<file path="src/rtl/if_prefetch_queue_pkg.sv">
// Shared types and constants for the instruction-fetch prefetch queue.
// Imported by the interface, the FIFO sub-module and the top level.
package if_prefetch_queue_pkg;

    localparam int          XLEN      = 32;
    localparam logic [31:0] NOP_INSTR = 32'h0000_0013;

    // Fetch FSM: IDLE (no request outstanding), WAIT (request outstanding,
    // response will be kept), DROP (request outstanding, response is stale)
    typedef enum logic [1:0] {
        IDLE = 2'd0,
        WAIT = 2'd1,
        DROP = 2'd2
    } ifq_state_t;

    // One queue entry: the fetch address and the word returned for it
    typedef struct packed {
        logic [XLEN-1:0] pc;
        logic [XLEN-1:0] instr;
    } ifq_entry_t;

    // Branch targets are word aligned; the low two bits are cleared
    function automatic logic [XLEN-1:0] align_pc(input logic [XLEN-1:0] a);
        return a & ~32'h0000_0003;
    endfunction

endpackage

</file>
<file path="src/rtl/if_prefetch_queue_if.sv">
// Bus bundle of the prefetch queue: redirect input, IF/ID handshake and
// the instruction-memory request/response channel.
// master = prefetch queue side, slave = pipeline / memory side.
interface if_prefetch_queue_if;
    import if_prefetch_queue_pkg::*;

    logic            redirect;
    logic [XLEN-1:0] redirect_pc;
    logic            if_ready;
    logic            if_valid;
    logic [XLEN-1:0] if_pc;
    logic [XLEN-1:0] if_instr;
    logic            imem_req;
    logic [XLEN-1:0] imem_addr;
    logic            imem_rvalid;
    logic [XLEN-1:0] imem_rdata;

    modport master (
        input  redirect, redirect_pc, if_ready, imem_rvalid, imem_rdata,
        output if_valid, if_pc, if_instr, imem_req, imem_addr
    );

    modport slave (
        output redirect, redirect_pc, if_ready, imem_rvalid, imem_rdata,
        input  if_valid, if_pc, if_instr, imem_req, imem_addr
    );

endinterface

</file>
<file path="src/rtl/if_prefetch_queue_fifo.sv">
// ifq_fifo: DEPTH-entry circular buffer of {pc,instr} pairs.
// Flush empties the buffer and overrides push/pop in the same cycle.
// Storage is not reset; only pointers and occupancy are.
module ifq_fifo
    import if_prefetch_queue_pkg::*;
#(
    parameter int DEPTH = 4
) (
    input  logic                     clk,
    input  logic                     reset,
    input  logic                     push,
    input  logic                     pop,
    input  logic                     flush,
    input  ifq_entry_t               wdata,
    output ifq_entry_t               head,
    output logic [$clog2(DEPTH):0]   count
);

    localparam int PW = $clog2(DEPTH);
    typedef logic [PW-1:0] ptr_t;
    typedef logic [PW:0]   cnt_t;
    localparam cnt_t FULL_CNT = cnt_t'(DEPTH);

    ptr_t       wr_ptr_q, wr_ptr_d;
    ptr_t       rd_ptr_q, rd_ptr_d;
    cnt_t       count_q, count_d;
    ifq_entry_t mem_q [DEPTH];
    logic       do_push;
    logic       do_pop;

    // Next pointer/occupancy; pointers wrap naturally because DEPTH is 2^PW
    always_comb begin
        do_push  = push && (count_q != FULL_CNT);
        do_pop   = pop && (count_q != '0);
        wr_ptr_d = wr_ptr_q;
        rd_ptr_d = rd_ptr_q;
        count_d  = count_q;
        if (flush) begin
            wr_ptr_d = '0;
            rd_ptr_d = '0;
            count_d  = '0;
        end else begin
            if (do_push) wr_ptr_d = wr_ptr_q + ptr_t'(1);
            if (do_pop)  rd_ptr_d = rd_ptr_q + ptr_t'(1);
            case ({do_push, do_pop})
                2'b10:   count_d = count_q + cnt_t'(1);
                2'b01:   count_d = count_q - cnt_t'(1);
                default: count_d = count_q;
            endcase
        end
    end

    // Pointer and occupancy registers
    always_ff @(posedge clk or negedge reset) begin
        if (!reset) begin
            wr_ptr_q <= '0;
            rd_ptr_q <= '0;
            count_q  <= '0;
        end else begin
            wr_ptr_q <= wr_ptr_d;
            rd_ptr_q <= rd_ptr_d;
            count_q  <= count_d;
        end
    end

    // Entry storage; a flushed push is simply not written
    always_ff @(posedge clk) begin
        if (do_push && !flush) begin
            mem_q[wr_ptr_q] <= wdata;
        end
    end

    assign head  = mem_q[rd_ptr_q];
    assign count = count_q;

endmodule

</file>
<file path="src/rtl/if_prefetch_queue.sv">
// if_prefetch_queue: instruction-fetch front end with a prefetch FIFO.
// Issues sequential fetches (one outstanding at most) to a variable-latency
// instruction memory, buffers {pc,instr} pairs and hands them to IF/ID under
// valid/ready. A redirect flushes the queue and restarts fetching.
// Optional feature: define IFQ_PERF_EN to add saturating perf counters
// perf_flush_cnt (redirect cycles) and perf_starve_cnt (if_ready & !if_valid).
module if_prefetch_queue
    import if_prefetch_queue_pkg::*;
#(
    parameter int          DEPTH    = 4,
    parameter logic [31:0] RESET_PC = 32'h0
) (
    input  logic                   clk,
    input  logic                   reset,
    if_prefetch_queue_if.master    bus,
    output logic [$clog2(DEPTH):0] ifq_count
`ifdef IFQ_PERF_EN
    ,
    output logic [31:0]            perf_flush_cnt,
    output logic [31:0]            perf_starve_cnt
`else
`endif
);

    localparam int PW = $clog2(DEPTH);
    typedef logic [PW:0] cnt_t;
    localparam cnt_t FULL_CNT    = cnt_t'(DEPTH);
    localparam cnt_t LAST_SLOT   = cnt_t'(DEPTH - 1);

    ifq_state_t      state_q, state_d;
    logic [XLEN-1:0] fetch_pc_q, fetch_pc_d;
    logic            req_w;
    logic [XLEN-1:0] addr_w;
    logic            push;
    logic            pop;
    logic            flush;
    logic            room_after_push;
    logic            if_valid_w;
    cnt_t            fifo_count;
    ifq_entry_t      push_entry;
    ifq_entry_t      head;

    ifq_fifo #(
        .DEPTH (DEPTH)
    ) u_fifo (
        .clk   (clk),
        .reset (reset),
        .push  (push),
        .pop   (pop),
        .flush (flush),
        .wdata (push_entry),
        .head  (head),
        .count (fifo_count)
    );

    assign if_valid_w       = (fifo_count != '0);
    // A redirect discards whatever IF/ID would have taken this cycle
    assign pop              = if_valid_w && bus.if_ready && !bus.redirect;
    // After a push, is there still a free slot to reserve for the next fetch?
    assign room_after_push  = pop || (fifo_count < LAST_SLOT);
    assign push_entry.pc    = fetch_pc_q;
    assign push_entry.instr = bus.imem_rdata;

    // Fetch FSM next state, fetch address and request; redirect wins over all
    always_comb begin
        state_d    = state_q;
        fetch_pc_d = fetch_pc_q;
        req_w      = 1'b0;
        addr_w     = fetch_pc_q;
        push       = 1'b0;
        flush      = 1'b0;
        if (bus.redirect) begin
            flush      = 1'b1;
            fetch_pc_d = align_pc(bus.redirect_pc);
            case (state_q)
                // A response arriving now is consumed and dropped, so nothing
                // remains outstanding; otherwise the late one must be dropped.
                WAIT:    state_d = bus.imem_rvalid ? IDLE : DROP;
                DROP:    state_d = bus.imem_rvalid ? IDLE : DROP;
                default: state_d = IDLE;
            endcase
        end else begin
            case (state_q)
                IDLE: begin
                    if (fifo_count != FULL_CNT) begin
                        req_w   = 1'b1;
                        state_d = WAIT;
                    end
                end
                WAIT: begin
                    if (bus.imem_rvalid) begin
                        push       = 1'b1;
                        fetch_pc_d = fetch_pc_q + 32'd4;
                        if (room_after_push) begin
                            req_w  = 1'b1;
                            addr_w = fetch_pc_q + 32'd4;
                        end else begin
                            state_d = IDLE;
                        end
                    end
                end
                DROP: begin
                    if (bus.imem_rvalid) state_d = IDLE;
                end
                default: state_d = IDLE;
            endcase
        end
    end

    // FSM state and fetch address registers
    always_ff @(posedge clk or negedge reset) begin
        if (!reset) begin
            state_q    <= IDLE;
            fetch_pc_q <= RESET_PC;
        end else begin
            state_q    <= state_d;
            fetch_pc_q <= fetch_pc_d;
        end
    end

    // No request may leave while the core (and memory) are held in reset
    assign bus.imem_req  = req_w && reset;
    assign bus.imem_addr = addr_w;
    assign bus.if_valid  = if_valid_w;
    assign bus.if_pc     = if_valid_w ? head.pc : '0;
    assign bus.if_instr  = if_valid_w ? head.instr : NOP_INSTR;
    assign ifq_count     = fifo_count;

`ifdef IFQ_PERF_EN
    logic [31:0] flush_cnt_q, flush_cnt_d;
    logic [31:0] starve_cnt_q, starve_cnt_d;

    function automatic logic [31:0] sat_inc(input logic [31:0] v);
        return (v == 32'hFFFF_FFFF) ? v : v + 32'd1;
    endfunction

    // Count redirect cycles and cycles where IF/ID waits on an empty queue
    always_comb begin
        flush_cnt_d  = flush_cnt_q;
        starve_cnt_d = starve_cnt_q;
        if (bus.redirect)                 flush_cnt_d  = sat_inc(flush_cnt_q);
        if (bus.if_ready && !if_valid_w)  starve_cnt_d = sat_inc(starve_cnt_q);
    end

    // Perf counter registers
    always_ff @(posedge clk or negedge reset) begin
        if (!reset) begin
            flush_cnt_q  <= '0;
            starve_cnt_q <= '0;
        end else begin
            flush_cnt_q  <= flush_cnt_d;
            starve_cnt_q <= starve_cnt_d;
        end
    end

    assign perf_flush_cnt  = flush_cnt_q;
    assign perf_starve_cnt = starve_cnt_q;
`else
    // Perf counters are not built in this configuration.
`endif

endmodule

</file>
<file path="src/flat_wrapper.sv">
// flat-port wrapper written by rule: the top's interface ports become plain ports
module if_prefetch_queue_flat import if_prefetch_queue_pkg::*;
#(
    parameter int          DEPTH    = 4,
    parameter logic [31:0] RESET_PC = 32'h0
)
  (clk, reset, ifq_count, bus_redirect, bus_redirect_pc, bus_if_ready, bus_imem_rvalid, bus_imem_rdata, bus_if_valid, bus_if_pc, bus_if_instr, bus_imem_req, bus_imem_addr);
  if_prefetch_queue_if bus_i ();
  input  logic clk;
  input  logic reset;
  output logic [$clog2(DEPTH):0] ifq_count;
  input wire logic [$bits(bus_i.redirect)-1:0] bus_redirect;
  input wire logic [$bits(bus_i.redirect_pc)-1:0] bus_redirect_pc;
  input wire logic [$bits(bus_i.if_ready)-1:0] bus_if_ready;
  input wire logic [$bits(bus_i.imem_rvalid)-1:0] bus_imem_rvalid;
  input wire logic [$bits(bus_i.imem_rdata)-1:0] bus_imem_rdata;
  output wire logic [$bits(bus_i.if_valid)-1:0] bus_if_valid;
  output wire logic [$bits(bus_i.if_pc)-1:0] bus_if_pc;
  output wire logic [$bits(bus_i.if_instr)-1:0] bus_if_instr;
  output wire logic [$bits(bus_i.imem_req)-1:0] bus_imem_req;
  output wire logic [$bits(bus_i.imem_addr)-1:0] bus_imem_addr;
  assign bus_i.redirect = bus_redirect;
  assign bus_i.redirect_pc = bus_redirect_pc;
  assign bus_i.if_ready = bus_if_ready;
  assign bus_i.imem_rvalid = bus_imem_rvalid;
  assign bus_i.imem_rdata = bus_imem_rdata;
  assign bus_if_valid = bus_i.if_valid;
  assign bus_if_pc = bus_i.if_pc;
  assign bus_if_instr = bus_i.if_instr;
  assign bus_imem_req = bus_i.imem_req;
  assign bus_imem_addr = bus_i.imem_addr;
  if_prefetch_queue #(.DEPTH(DEPTH), .RESET_PC(RESET_PC)) u_core (.clk(clk), .reset(reset), .bus(bus_i), .ifq_count(ifq_count));
endmodule
</file>
<file path="config.mk">
export PLATFORM = sky130hd
export DESIGN_NAME = if_prefetch_queue_flat
export DESIGN_NICKNAME = d
export VERILOG_FILES = /design/src/rtl/if_prefetch_queue_pkg.sv /design/src/rtl/if_prefetch_queue_if.sv /design/src/rtl/if_prefetch_queue_fifo.sv /design/src/rtl/if_prefetch_queue.sv /design/src/flat_wrapper.sv
export SDC_FILE = /design/constraint.sdc
export NUM_CORES = 1
export LEC_CHECK = 0
export CAP_MARGIN = 0
export CORE_MARGIN = 2
export CORE_UTILIZATION = 55
export CTS_CLUSTER_DIAMETER = 50
export DETAILED_ROUTE_END_ITERATION = 7
export GPL_TIMING_DRIVEN = 0
export PLACE_DENSITY = 0.87
export SYNTH_ARGS = -nofsm -noshare
export SYNTH_HDL_FRONTEND = slang
export SYNTH_SLANG_ARGS = --single-unit
</file>
<file path="constraint.sdc">
create_clock -name clk -period 6 [get_ports clk]
set_clock_uncertainty 0.1 [all_clocks]
set_input_delay 0.9 -clock clk [delete_from_list [all_inputs] [get_ports clk]]
set_output_delay 0.9 -clock clk [all_outputs]
set_load 0.05 [all_outputs]
</file>
==> results.sh, run 1 <==
export IMPL_status="complete, no violations"
export IMPL_synth_top_cells_by_area="edfxtp_1 (61%), mux4_2 (11%), dfrtp_1 (8.0%)"
export IMPL_fin_cells=1241
export IMPL_vias=7056
export IMPL_dp_cells=1183
export IMPL_async_reset_ff_frac=0.1359
export IMPL_synthDistinctLibCells=51
export IMPL_gp_congestion=0.8388
export IMPL_critPathMostFrequentCell="clkdlybuf4s50_1"
export IMPL_yosys_warnings=0
export IMPL_synth_cell_area_um2=12240
export IMPL_critPathSlowestCell="clkdlybuf4s50_1"
export IMPL_drtIter0Drc=488
export IMPL_antenna_found_initial=0
export IMPL_cts_htree_levels=1
export IMPL_endpoint_kind="output port"
export IMPL_setup_tns_ps=0
export IMPL_ys_ff_latch=287
export IMPL_ys_seq_area_frac=0.6883
export IMPL_cts_root_buf="clkbuf_16"
export IMPL_num_rows=54
export IMPL_required_ps=5000
export IMPL_ys_flop_type="edfxtp_1"
export IMPL_drv_cap=0
export IMPL_die_w_um=153.2
export IMPL_n_antenna_cell=0
export IMPL_antenna_left=0
export IMPL_syn2layout_area_growth_pct=25.07
export IMPL_wl_um=25840
export IMPL_tightest_slew_ps=1071
export IMPL_clk_latency_ps=560
export IMPL_wl_per_cell_um=20.83
export IMPL_setup_viol=0
export IMPL_first_pass_iters=5
export IMPL_numCtsBuffers=31
export IMPL_cp_arrival_ps=3870
export IMPL_fin_util=0.7013
export IMPL_slew_viol_final=0
export IMPL_synthSimpleGateAreaFrac=0.09765
export IMPL_io_pins=170
export IMPL_die_y_um=153.2
export IMPL_drive_above_1_share=0.1530
export IMPL_numClockSinks=287
export IMPL_hold_path_class="input pin to async pin"
export IMPL_slew_headroom=0.2804
export IMPL_max_freq_ghz=0.2055
export IMPL_synth_adder_area_share=0.01084
export IMPL_post_route_drc_count=0
export IMPL_coreArea_um2=21820
export IMPL_clkSlewWorstSetupHoldPaths_ps=60
export IMPL_cellPowerDensity_nw_per_um2=333.5
export IMPL_muxShareOfSynthArea=0.1175
export IMPL_yosysMostFrequentCell="edfxtp_1"
export IMPL_rr_worst_depth=9
export IMPL_die_area_um2=23460
export IMPL_grt_max_degree=53
export IMPL_crit_path_start_kind="input pin"
export IMPL_synth_top_family_by_area="multiplexers"
export IMPL_leakagePower_nw=5.085
export IMPL_design_area_um2=15300
export IMPL_fillers=1386
export IMPL_hpwl_um=16670
export IMPL_critPathKind="input pin to output port"
export IMPL_ctsHoldBuffers=0
export IMPL_post_cts_buffers=0
export IMPL_synthTopCellsByCount="edfxtp_1 (248), and2_1 (66), mux4_2 (62)"
export IMPL_synthDominantCellAreaShare=0.6086
export IMPL_syn_instance_count=733
export IMPL_grt_pass1_wl_um=40030
export IMPL_post_synth_top_area_cell="edfxtp_1"
export IMPL_cts_tree="done"
export IMPL_cts_max_path_buffers=3
export IMPL_track_usage=0.2196
export IMPL_via_per_inst=5.686
export IMPL_post_cts_resized=0
export IMPL_syn_area_per_cell_um2=16.69
export IMPL_cp_cell_sequence="clkdlybuf4s50_1 -> nand2_2 -> a211oi_4 -> nand4_4 -> or3_1 -> xnor2_1 -> clkdlybuf4s50_1"
export IMPL_rsz0062_at_grt="no"
export IMPL_grt_ovfl_total=0
export IMPL_ir_worst_vdd_v=0.0002226
export IMPL_final_hold_violation_count=0
export IMPL_first_global_vias=7169
export IMPL_crit_fanout=8
export IMPL_port_buffers=163
export IMPL_critical_path_max_stage_delay_ps=860
export IMPL_synth_edf_count=248
export IMPL_fin_crit_sh=0.8109
export IMPL_placed_area_um2=14350
export IMPL_synth_compound_area_frac=0.02127
export IMPL_synth_xor_area_frac=0.04509
export IMPL_start_util=0.5607
export IMPL_layout_min_cycle_time_ps=4865
export IMPL_nets=1015
## flip-flops by register name (all words and copies together) (netlist names)
| name | cells |
|---|---|
| u_core.fetch_pc_q | 30 |
| u_core.u_fifo.count | 3 |
| u_core.state_q | 2 |
| u_core.u_fifo.rd_ptr_q | 2 |
| u_core.u_fifo.wr_ptr_q | 2 |
| u_core.u_fifo.mem_q | 248 |
## routing by layer
| metal | GRT usage | share of wire | routed length, um |
|---|---|---|---|
| met3 | 0.03544 | 0.070 | 1814 |
| met1 | 0.3182 | 0.43 | 11010 |
| met5 | 0 | 0 | 0 |
| met2 | 0.3586 | 0.49 | 12650 |
| met4 | 0.04806 | 0.014 | 362 |
## path summary, 6_finish.rpt
check,from,end,slack (ps)
min in group clk,u_core.fetch_pc_q[18],u_core.u_fifo.mem_q[1][50],420
max in group asynchronous,reset,u_core.fetch_pc_q[21],4800
worst min-delay path,reset,u_core.fetch_pc_q[10],390
worst max register to register,u_core.u_fifo.count[0],u_core.u_fifo.count[2],2430
worst min register to register,u_core.fetch_pc_q[18],u_core.u_fifo.mem_q[1][50],420
worst max-delay path,bus_imem_rvalid,bus_imem_addr[15],1130
## metrics by stage
stage	total power, mW	worst slack (ps)	hold slack (ps)
after floorplan	3.016	2215	371.0
after global placement	3.355	356.9	391.2
after detailed placement	3.375	1196	409.8
after CTS	5.147	1141	388.9
after global routing	5.282	958.5	437.4
final	5.104	1135	394.6
## power by group
| group | leakage (nW) | internal, mW | switching, mW |
|---|---|---|---|
| combinational | 1.89 | 0.383 | 0.619 |
| clock | 0.468 | 1.02 | 0.751 |
| sequential | 2.73 | 2.26 | 0.0707 |
## cell type report
| type | count | area [um^2] | share of cell area |
|---|---|---|---|
| Sequential cell | 287 | 8423 | 0.5504 |
| Multi-Input combinational cell | 396 | 3602 | 0.2354 |
| Tap cell | 280 | 350.3 | 0.02289 |
| Inverter | 11 | 41.29 | 0.002698 |
| Clock inverter | 15 | 128.9 | 0.008421 |
| Buffer | 42 | 191.4 | 0.01251 |
| Timing Repair Buffer | 167 | 1737 | 0.1135 |
| Clock buffer | 43 | 830.8 | 0.05428 |
## critical path: cells and delay by family
family	cells	cell delay (ps)
compound gates	1	560
buf+inv	2	1430
simple gates	3	710
xor+xnor	1	250
## logic make-up (layout without fill, tap and decap cells)
logic type	Yosys count	after routing
AOI/OAI and AO/OA	40	40
xor gates and xnor gates	63	63
adders and majority gates	10	10
buffers and inverters	53	278
DFF	287	287
muxes	66	66
other	1	4
and+or+nand+nor	213	213
## placed cells by master (no fill, tap or decap), drive strengths merged, types with 2 or more instances in the layout
master         instances
edfxtp               248
clkdlybuf4s50        162
clkbuf                69
and2                  67
mux4                  62
nand2                 55
dfrtp                 39
xor2                  33
o21ai                 32
xnor2                 30
nor2                  26
buf                   21
nand3                 17
nand4                 17
inv                   16
nor3                  12
ha                     9
clkinv                 9
conb                   4
or2                    3
mux2i                  3
nor3b                  3
nor4                   3
and3                   2
or3                    2
nand3b                 2
No activity file was read; power rests on OpenSTA's default activity.
==> run 2: changes to the inputs <==
==> constraint.sdc (replaced) <==
create_clock -name clk -period 4.55 [get_ports clk]
set_clock_uncertainty 0.1 [all_clocks]
set_input_delay 0.6825 -clock clk [delete_from_list [all_inputs] [get_ports clk]]
set_output_delay 0.6825 -clock clk [all_outputs]
set_load 0.05 [all_outputs]
==> results.sh, run 2 (same netlist as run 1, synthesis figures left out) <==
export IMPL_fin_cells=1244
export IMPL_cts_root_buf="clkbuf_16"
export IMPL_setup_tns_ps=0
export IMPL_cts_max_path_buffers=3
export IMPL_via_per_inst=5.645
export IMPL_largest_register_ff_count=248
export IMPL_layout_min_cycle_time_ps=4348
export IMPL_final_common_cell="edfxtp_1"
export IMPL_numCtsBuffers=31
export IMPL_rr_worst_depth=10
export IMPL_status="complete, no violations"
export IMPL_dr_wl_met2_um=12660
export IMPL_endpoint_kind="output port"
export IMPL_antenna_found_initial=0
export IMPL_crit_fanout=10
export IMPL_cellPowerDensity_nw_per_um2=438.6
export IMPL_dr_wl_met3_um=1732
export IMPL_wl_met1_um=11050
export IMPL_syn2layout_area_growth_pct=25.45
export IMPL_reg2reg_slack_ps=1200
export IMPL_critPathKind="register to output port"
export IMPL_num_rows=54
export IMPL_antenna_left=0
export IMPL_start_util=0.5607
export IMPL_top_register="u_core.u_fifo.mem_q"
export IMPL_first_pass_iters=5
export IMPL_critical_path_max_stage_delay_ps=620
export IMPL_critPathMostFrequentCell="nand3_1"
export IMPL_tightest_slew_ps=1103
export IMPL_drive_above_1_share=0.1566
export IMPL_drtIter0Drc=516
export IMPL_n_antenna_cell=0
export IMPL_required_ps=3770
export IMPL_fin_crit_sh=0.9557
export IMPL_hpwl_um=16670
export IMPL_ctsHoldBuffers=0
export IMPL_die_y_um=153.2
export IMPL_cp_arrival_ps=3570
export IMPL_ir_worst_vdd_v=0.0002925
export IMPL_leakagePower_nw=5.171
export IMPL_die_w_um=153.2
export IMPL_setup_viol=0
export IMPL_r2r_start="u_core.state_q[1]"
export IMPL_fillers=1382
export IMPL_gp_congestion=0.8388
export IMPL_final_hold_violation_count=0
export IMPL_clk_latency_ps=560
export IMPL_final_cell_mix="edfxtp_1 (248), clkdlybuf4s50_1 (152), and2_1 (62), mux4_2 (62), nand2_1 (54)"
export IMPL_track_usage=0.2195
export IMPL_max_freq_ghz=0.2300
export IMPL_crit_start="u_core.fetch_pc_q[2]"
export IMPL_clkSlewWorstSetupHoldPaths_ps=60
export IMPL_post_route_drc_count=0
export IMPL_cp_cell_sequence="ha_1 -> nand3_1 -> a2111oi_4 -> and4_1 -> buf_2 -> nand3_1 -> xnor2_1 -> dlygate4sd2_1"
export IMPL_crit_path_start_kind="register"
export IMPL_cts_htree_levels=1
export IMPL_highest_layer="met4"
export IMPL_nets=1018
export IMPL_grt_max_degree=53
export IMPL_hold_path_class="input pin to async pin"
export IMPL_grt_ovfl_total=0
export IMPL_wl_per_cell_um=20.77
export IMPL_rsz0062_at_grt="no"
export IMPL_drv_cap=0
export IMPL_cts_tree="done"
export IMPL_io_pins=170
export IMPL_cp_endpoint="bus_imem_addr[22]"
export IMPL_die_area_um2=23460
export IMPL_dp_cells=1183
export IMPL_coreArea_um2=21820
export IMPL_numClockSinks=287
export IMPL_critPathSlowestCell="dfrtp_1"
export IMPL_slew_viol_final=0
export IMPL_first_global_vias=7163
export IMPL_wl_um=25840
export IMPL_vias=7022
export IMPL_reg2reg_to="u_core.u_fifo.count[2]"
export IMPL_port_buffers=163
export IMPL_slew_headroom=0.2587
export IMPL_grt_pass1_wl_um=40010
-- run 2: cell types whose count changed in the layout (fill, tap and decap cells not counted) --
cell	delta
dlymetal6s2s_1	+5
buf_12	+1
buf_4	+2
clkdlybuf4s50_1	-10
nor3_2	+1
dlygate4sd2_1	+5
nor3_1	-1
-- run 2: critical path: cells and delay by family, from the launching register on --
| family | cells | cell delay (ps) |
|---|---|---|
| buf+inv | 2 | 740 |
| flops | 1 | 620 |
| simple gates | 3 | 590 |
| compound gates | 1 | 500 |
| fa+ha+maj | 1 | 280 |
| xor+xnor | 1 | 260 |
-- run 2: area by class of cell --
type / instances / area (um^2) / area share
flip-flops and latches: 287 / 8423 / 0.5487
multi-input cells: 396 / 3607 / 0.2350
repair buffers: 170 / 1778 / 0.1158
clock buffers: 43 / 830.8 / 0.05412
well taps: 280 / 350.3 / 0.02282
plain buffers: 42 / 191.4 / 0.01247
clock inverters: 15 / 128.9 / 0.008395
inverters: 11 / 41.29 / 0.002690
-- run 2: report_power, final --
group	internal [mW]	switching, mW
clock	1.34	0.987
combinational	0.508	0.818
sequential	2.98	0.0939
-- run 2: worst min-delay path by stage --
stage / start / to / cells past startpoint
2_1_floorplan: reset / u_core.fetch_pc_q[10] / 0
3_3_place_gp: u_core.fetch_pc_q[14] / u_core.u_fifo.mem_q[2][46] / 0
3_5_place_dp: u_core.fetch_pc_q[18] / u_core.u_fifo.mem_q[1][50] / 0
4_1_cts: reset / u_core.fetch_pc_q[10] / 1
5_1_grt: reset / u_core.fetch_pc_q[10] / 1
6_report: reset / u_core.fetch_pc_q[8] / 1
-- run 2: metal layers --
| layer | up-vias | global-route usage |
|---|---|---|
| li1 | 3185 | - |
| met4 | 0 | 0.04806 |
| met5 | - | 0 |
| met1 | 3523 | 0.3180 |
| met3 | 37 | 0.03544 |
| met2 | 277 | 0.3586 |
-- run 2: repair_timing --
action,4_1_cts,5_1_grt
buffers inserted,0,3
resized for setup,5,6
pin swaps,0,1
setup endpoints to repair,5,65
-- run 2: stage by stage --
stage	power, mW	cell area (um^2)	setup slack, ps	hold slack, ps	util
detailed placement	4.450	14350	181.1	409.8	0.6573
finish	6.734	15350	201.6	169.6	0.7034
global route	6.971	15350	13.60	219.9	0.7034
global placement	4.424	14230	-875.6	391.2	0.6520
CTS	6.785	15300	10.89	171.4	0.7010
floorplan	3.978	12250	1043	286.9	-
==> run 3: changes to the inputs <==
--- a/config.mk
+++ b/config.mk
@@ -9,6 +9,7 @@
 export CORE_MARGIN = 2
 export CORE_UTILIZATION = 55
 export CTS_CLUSTER_DIAMETER = 50
+export CTS_CLUSTER_SIZE = 24
 export DETAILED_ROUTE_END_ITERATION = 7
 export GPL_TIMING_DRIVEN = 0
 export PLACE_DENSITY = 0.87
==> constraint.sdc (replaced) <==
create_clock -name clk -period 5.5 [get_ports clk]
set_clock_uncertainty 0.1 [all_clocks]
set_input_delay 0.825 -clock clk [delete_from_list [all_inputs] [get_ports clk]]
set_output_delay 0.825 -clock clk [all_outputs]
set_load 0.05 [all_outputs]
==> results.sh, run 3 (same netlist as run 1, synthesis figures left out) <==
export IMPL_setup_tns_ps=0
export IMPL_multiInputGateArea_um2=3602
export IMPL_fin_ws_ps=781.1
export IMPL_required_ps=4580
export IMPL_place_ws_ps=846.1
export IMPL_fin_crit_sh=0.8580
export IMPL_crit_fanout=8
export IMPL_io_pins=170
export IMPL_clk_latency_ps=540
export IMPL_largest_register_ff_count=248
export IMPL_track_usage=0.2177
export IMPL_via_per_inst=5.686
export IMPL_ctsHoldBuffers=0
export IMPL_vias=7016
export IMPL_antenna_found_initial=0
export IMPL_numClockSinks=287
export IMPL_gp_congestion=0.8388
export IMPL_endpoint_kind="output port"
export IMPL_tightest_slew_ps=1066
export IMPL_start_util=0.5607
export IMPL_grt_max_degree=53
export IMPL_status="complete, no violations"
export IMPL_slew_viol_final=0
export IMPL_setup_viol=0
export IMPL_critPathKind="input pin to output port"
export IMPL_wl_um=25560
export IMPL_cts_htree_levels=1
export IMPL_numCtsBuffers=28
export IMPL_cellPowerDensity_nw_per_um2=368.0
export IMPL_fillers=1377
export IMPL_post_cts_resized=0
export IMPL_die_y_um=153.2
export IMPL_hold_path_class="input pin to async pin"
export IMPL_top_register="u_core.u_fifo.mem_q"
export IMPL_drtIter0Drc=434
export IMPL_nets=1012
export IMPL_max_freq_ghz=0.2119
export IMPL_n_antenna_cell=0
export IMPL_layout_min_cycle_time_ps=4719
export IMPL_first_global_vias=7139
export IMPL_port_buffers=163
export IMPL_final_common_cell="edfxtp_1"
export IMPL_drv_cap=0
export IMPL_drive_above_1_share=0.1593
export IMPL_syn2layout_area_growth_pct=25.67
export IMPL_cts_tree="done"
export IMPL_antenna_left=0
export IMPL_clkSlewWorstSetupHoldPaths_ps=70
export IMPL_rsz0062_at_grt="no"
export IMPL_slew_headroom=0.2838
export IMPL_cp_arrival_ps=3790
export IMPL_die_area_um2=23460
export IMPL_final_cell_mix="edfxtp_1 (248), clkdlybuf4s50_1 (162), and2_1 (62), mux4_2 (62), nand2_1 (54)"
export IMPL_wl_per_cell_um=20.71
export IMPL_grt_pass1_wl_um=39810
export IMPL_cts_max_path_buffers=3
export IMPL_ir_worst_vdd_v=0.0002043
export IMPL_register_area_um2=8423
export IMPL_coreArea_um2=21820
export IMPL_post_cts_buffers=0
export IMPL_num_rows=54
export IMPL_hpwl_um=16670
export IMPL_first_pass_iters=5
export IMPL_grt_ovfl_total=0
export IMPL_crit_path_start_kind="input pin"
export IMPL_cts_root_buf="clkbuf_16"
export IMPL_leakagePower_nw=5.112
export IMPL_die_w_um=153.2
export IMPL_post_route_drc_count=0
export IMPL_final_hold_violation_count=0
==> run 3: cell count changes in the layout (fill, tap and decap cells not counted), sizes merged, moves of 2 or more <==
| cell | delta |
|---|---|
| clkbuf | -13 |
| inv | +2 |
| buf | -3 |
| dlygate4sd2 | -5 |
| clkinv | +2 |
| dlymetal6s2s | -5 |
| clkdlybuf4s50 | +10 |
==> run 3: routing by layer <==
metal  vias up  global-route usage  share of wire
met4         0             0.05115          0.018
met2       285              0.3595           0.49
li1       3174                   -              -
met3        43             0.02949          0.062
met5         -                   0              0
met1      3514              0.3142           0.43
==> run 3: stage by stage <==
step	area, um^2	hold slack [ps]	cells	utilization	power (mW)
after floorplan	12250	371.0	736	-	3.290
after global placement	14230	391.2	1179	0.6520	3.660
after detailed placement	14350	409.8	1183	0.6573	3.682
after CTS	15380	330.2	1234	0.7047	5.707
after global routing	15380	366.6	1234	0.7047	5.858
final	15380	313.4	1234	0.7047	5.660
==> run 3: cell type report <==
type                       count  share of cell area
sequential                   287              0.5477
multi-input combinational    396              0.2342
timing repair buffer         167              0.1129
clock buffer                  30             0.04743
tap                          280             0.02278
clock inverter                21             0.01977
buffer                        42             0.01245
inverter                      11            0.002685
==> run 3: path summary, 6_finish.rpt <==
path	startpoint	slack, ps	depth (start not counted)	end
worst max-delay path	bus_imem_rvalid	780	7	bus_imem_addr[15]
worst min-delay path	reset	310	1	u_core.fetch_pc_q[25]
worst max register to register	u_core.u_fifo.count[1]	1910	9	u_core.u_fifo.count[2]
worst min register to register	u_core.fetch_pc_q[18]	420	0	u_core.u_fifo.mem_q[1][50]
max in group asynchronous	reset	4400	1	u_core.fetch_pc_q[11]
min in group clk	u_core.fetch_pc_q[18]	420	0	u_core.u_fifo.mem_q[1][50]
==> run 3: worst max-delay path: stages <==
cell and delay [ps]:
clkdlybuf4s50_1 550, nand2_2 180, a211oi_4 560, nand4_4 180
or3_1 350, xnor2_1 270, clkdlybuf4s50_1 870
==> run 3: report_power, final <==
part	total, mW	internal (mW)	switching, mW
sequential	2.54	2.46	0.0762
combinational	1.09	0.417	0.672
clock	2.03	1.12	0.906
